File: config.mk
export PLATFORM = sky130hd
export DESIGN_NAME = muxd_arbiter
export DESIGN_NICKNAME = d
export VERILOG_FILES = /design/src/rtl/mycpu_pkg.sv /design/src/rtl/muxd.sv /design/src/rtl/muxd_arbiter.sv
export SDC_FILE = /design/constraint.sdc
export NUM_CORES = 1
export LEC_CHECK = 0
export ABC_AREA = 1
export CORE_MARGIN = 1.5
export CORE_UTILIZATION = 36
export DETAILED_ROUTE_END_ITERATION = 10
export PLACE_DENSITY = 0.8
export SLEW_MARGIN = 0
export SYNTH_ARGS = -nofsm -noshare
export SYNTH_HDL_FRONTEND = slang
export SYNTH_HIERARCHICAL = 1
export SYNTH_SLANG_ARGS = --single-unit
File: constraint.sdc
create_clock -name clk -period 2.7 [get_ports clk]
set_input_delay 0.81 -clock clk [delete_from_list [all_inputs] [get_ports clk]]
set_output_delay 0.81 -clock clk [all_outputs]
set_load 0.005 [all_outputs]
File: src/rtl/mycpu_pkg.sv
// Shared datapath types and constants for the CPU datapath blocks,
// including the muxd arbiter state encoding.
package mycpu_pkg;

  typedef enum logic {ARB_IDLE, ARB_GRANT} arb_state_t;

  localparam int N_MUXD_IN  = 3;
  localparam int MUXD_SEL_W = 2;

  // Round-robin successor over the three muxd inputs (2 -> 0).
  function automatic logic [MUXD_SEL_W-1:0] rr_inc(input logic [MUXD_SEL_W-1:0] p);
    return (p == 2'd2) ? 2'd0 : p + 2'd1;
  endfunction

endpackage

File: src/rtl/muxd.sv
// Shared 3-input datapath mux; select 2'b11 is never driven by the arbiter
// and yields zero.
module muxd
  import mycpu_pkg::*;
#(
  parameter int DW = 16
) (
  input  logic [MUXD_SEL_W-1:0]          sel_in,
  input  logic [N_MUXD_IN-1:0][DW-1:0]   d_in,
  output logic [DW-1:0]                  m_out
);

  always_comb begin
    m_out = '0;
    case (sel_in)
      2'd0:    m_out = d_in[0];
      2'd1:    m_out = d_in[1];
      2'd2:    m_out = d_in[2];
      default: m_out = '0;
    endcase
  end

endmodule

File: src/rtl/muxd_arbiter.sv
// Round-robin burst arbiter sharing muxd between three requesters; a grant is
// held until last beat, request drop, or MAX_HOLD accepted beats.
module muxd_arbiter
  import mycpu_pkg::*;
#(
  parameter int DW       = 16,
  parameter int MAX_HOLD = 4
) (
  input  logic                          clk,
  input  logic                          rst,
  input  logic [N_MUXD_IN-1:0]          req_in,
  input  logic [N_MUXD_IN-1:0]          last_in,
  input  logic [N_MUXD_IN-1:0][DW-1:0]  d_in,
  input  logic                          m_ready_in,
  output logic                          m_valid_out,
  output logic [DW-1:0]                 m_out,
  output logic [N_MUXD_IN-1:0]          gnt_out,
  output logic [MUXD_SEL_W-1:0]         sel_out,
  output logic                          busy_out
);

  localparam int HCW = $clog2(MAX_HOLD + 1);

  arb_state_t              state_q, state_d;
  logic [N_MUXD_IN-1:0]    gnt_q, gnt_d;
  logic [MUXD_SEL_W-1:0]   sel_q, sel_d;
  logic [MUXD_SEL_W-1:0]   rr_ptr_q, rr_ptr_d;
  logic [HCW-1:0]          hold_cnt_q, hold_cnt_d;

  logic                    busy, req_own, last_own, accepted, hold_last, release_own;
  logic [MUXD_SEL_W-1:0]   pick_ptr, cand, win_idx;
  logic                    win_vld;

  // gnt_q is one-hot or zero, so masking picks out the owner's bits.
  assign busy        = (state_q == ARB_GRANT);
  assign req_own     = |(req_in & gnt_q);
  assign last_own    = |(last_in & gnt_q);
  assign m_valid_out = busy & req_own;
  assign accepted    = m_valid_out & m_ready_in;
  assign hold_last   = (hold_cnt_q == HCW'(MAX_HOLD - 1));
  assign release_own = busy & (~req_own | (accepted & (last_own | hold_last)));

  // Pick uses the post-release pointer so the next owner starts on the same edge.
  always_comb begin
    pick_ptr = release_own ? rr_inc(sel_q) : rr_ptr_q;
    win_vld  = 1'b0;
    win_idx  = '0;
    cand     = pick_ptr;
    for (int k = 0; k < N_MUXD_IN; k++) begin
      if (!win_vld && req_in[cand]) begin
        win_vld = 1'b1;
        win_idx = cand;
      end
      cand = rr_inc(cand);
    end
  end

  always_comb begin
    state_d    = state_q;
    gnt_d      = gnt_q;
    sel_d      = sel_q;
    rr_ptr_d   = rr_ptr_q;
    hold_cnt_d = hold_cnt_q;
    case (state_q)
      ARB_IDLE: begin
        if (win_vld) begin
          state_d    = ARB_GRANT;
          gnt_d      = 3'b001 << win_idx;
          sel_d      = win_idx;
          hold_cnt_d = '0;
        end
      end
      ARB_GRANT: begin
        if (release_own) begin
          rr_ptr_d   = rr_inc(sel_q);
          hold_cnt_d = '0;
          if (win_vld) begin
            gnt_d = 3'b001 << win_idx;
            sel_d = win_idx;
          end else begin
            state_d = ARB_IDLE;
            gnt_d   = '0;
          end
        end else if (accepted) begin
          hold_cnt_d = hold_cnt_q + 1'b1;
        end
      end
      default: begin
        state_d = ARB_IDLE;
        gnt_d   = '0;
      end
    endcase
  end

  always_ff @(posedge clk) begin
    if (rst) begin
      state_q    <= ARB_IDLE;
      gnt_q      <= '0;
      sel_q      <= '0;
      rr_ptr_q   <= '0;
      hold_cnt_q <= '0;
    end else begin
      state_q    <= state_d;
      gnt_q      <= gnt_d;
      sel_q      <= sel_d;
      rr_ptr_q   <= rr_ptr_d;
      hold_cnt_q <= hold_cnt_d;
    end
  end

  assign gnt_out  = gnt_q;
  assign sel_out  = sel_q;
  assign busy_out = busy;

  muxd #(.DW(DW)) u_muxd (
    .sel_in (sel_q),
    .d_in   (d_in),
    .m_out  (m_out)
  );

endmodule

==> metrics.txt <==
crit start category=primary input; Routed Antenna Nets=0; r2r setup slk=430 ps; DR vias=1,668; # clock sinks=11; WP data required=1890 ps; Final setup violation count=0; cts bufs inserted=3; CP max FO=2; worst path arrival time=1820 ps; drt wl/cell=12.5 µm; maxcap violations=0; total core area=3130 µm²; Final Hold Vio Count=0; placer congestion estimate=0.847; drt first pass iters=4; Clock Path Buffers=2; Max Freq=380 MHz; power density cells=911 nW/µm²; n_diodes=0; HP Start=hold_cnt_q[1]$_SDFFE_PP0P_; hold path depth=4; clock skew=3.72 ps; largest net degree at the start of global routing=17; # nets final=355; Die W=61.3 µm; fraction of layout cells with a size suffix above 1=0.207; Pleak=1.02 nW; final core occ=0.700; # fillers=279; die height=61.3 µm; final instance area=2190 µm²; Tmin final=2630 ps; clk root buf=clkbuf_4; initial antenna violation count=0; commonest non-fill, non-tap cells in the layout=clkdlybuf4s50_1, nand3_1, nand2_1; critical path class=in2out; Slew @ Worst Pin=430 ps; Iter 0 DRT Violations=132; # rows=20; Initial Utilization=0.391; IO buf count=79; status=complete, no violations; clock-pin slew on the worst setup and hold paths=70 ps; area grow syn2layout=79.0%; commonest non-fill, non-tap cell in the layout=clkdlybuf4s50_1; clk_lat worst skew=260 ps; HP Class=reg2reg; Setup TNS Final=0 ps; Final period util=0.976; worst vdd ir=0.000558 V; vias per cell=4.92; Mapped Nets=258; Die Area=3750 µm²; # IOs=80; GRT Util Overall=0.214; CP Capture Type=output pin; first-pass GRT wire length=6.15 mm; vias in the first global route=1,456; relative slew slack=0.713; CTS tree=done; register area share after synthesis=0.180; count of final max-slew check failures=0; CP bufs+invs=3; Routed WL=4.25 mm; worst r2r src=hold_cnt_q[0]$_SDFFE_PP0P_; DP HPWL=3.41 mm; FF-to-FF path depth=18; CP delay by family, top=buffers and inverters; H-tree levels=1; Post-Syn Area per Cell=6.14 µm²; R2R Path End=hold_cnt_q[0]$_SDFFE_PP0P_; residual DRC count=0; Overflow after GRT=0; YS warnings=6; CP most frequent cell=nand2_1; flops & latches, synth=11; CP Cell Sequence=clkdlybuf4s50_1 > nand2_1 > nand3_1 > nand2_1 > inv_1 > clkdlybuf4s15_1; worst hold endpoint=hold_cnt_q[1]$_SDFFE_PP0P_; synth unique cells=24; Hold WS=525 ps; CP max stage cell=clkdlybuf4s50_1; placed instance area=2140 µm²; Post-Syn Area=1220 µm²; Gate Count Post-Synth=199; Crit path largest cell delay=480 ps
## worst max-delay path by stage
stage                     from                         end  slack [ps]  cells after the start
detailed placement   req_in[1]                 m_valid_out        -230                      6
global route         req_in[0]                 m_valid_out         -10                      6
floorplan           last_in[2]  hold_cnt_q[0]$_SDFFE_PP0P_         500                     16
finish               req_in[0]                 m_valid_out          70                      6
global placement     req_in[2]                 m_valid_out        -160                      6
CTS                  req_in[1]                 m_valid_out          30                      6
## power by group
part	switching, mW	internal (mW)
sequential	0.0793	0.225
clock	0.0542	0.0571
combinational	0.847	0.731
total	0.981	1.01
## flip-flops by register name (all words and copies together), names as in the netlist
register,cells
gnt_out,3
rr_ptr_q,2
busy_out,1
hold_cnt_q,3
sel_out,2
## worst reg2reg max path: cells and delay by family (launching register included)
kind	cells	cell delay [ps]
simple gates	13	1080
fa+ha+maj	2	380
flops	1	330
compound gates	2	290
buf+inv	1	60
## Yosys cell counts (all sizes together)
cell type | number | area share
o2111ai | 1 | 0.0072
buf | 6 | 0.049
nor2 | 20 | 0.093
clkbuf | 2 | 0.012
o21ai | 3 | 0.034
nand2 | 64 | 0.23
inv | 19 | 0.058
dfxtp | 11 | 0.18
ha | 2 | 0.020
nand4 | 2 | 0.015
a21oi | 6 | 0.034
nand3 | 61 | 0.26
nor3 | 1 | 0.0041
clkinv | 1 | 0.0031
## metrics by stage
step,std cells,setup slack [ps],power (mW)
floorplan,199,498,1.26
global placement,333,-157,1.90
detailed placement,333,-228,1.93
CTS,337,33.2,1.95
global route,339,-9.82,2.17
finish,339,65.9,1.99
## cell families (layout without fill, tap and decap cells)
logic type	count (synthesis)	count (layout)	share of synthesized area
and+or+nand+nor	148	149	0.602
buffers and inverters	28	123	0.123
DFF	11	11	0.180
AOI/OAI and AO/OA	10	10	0.0747
adders and majority gates	2	2	0.0205
## area by class of cell
cell class,instances,area [µm²],area share
Sequential cell,11,220,0.101
Tap cell,44,55.1,0.0252
Timing Repair Buffer,99,923,0.422
Multi-Input combinational cell,161,888,0.406
Inverter,20,75.1,0.0343
Clock buffer,4,26.3,0.0120
## layer usage
layer  GRT usage  up-vias  share of wire
li1            -      847              -
met1       0.251      728           0.40
met2       0.386       89           0.46
met3      0.0567        4           0.13
met4      0.0497        0         0.0085
met5           0        -              0
## timing repair
action	in CTS	in global routing
hold buffers	0	0
pin swaps	2	5
setup endpoints to repair	17	9
endpoints found under the hold margin	0	0
gates cloned	0	1
gates resized for setup	17	8
buffers inserted	0	1
No activity file was read; power rests on OpenSTA's default activity.
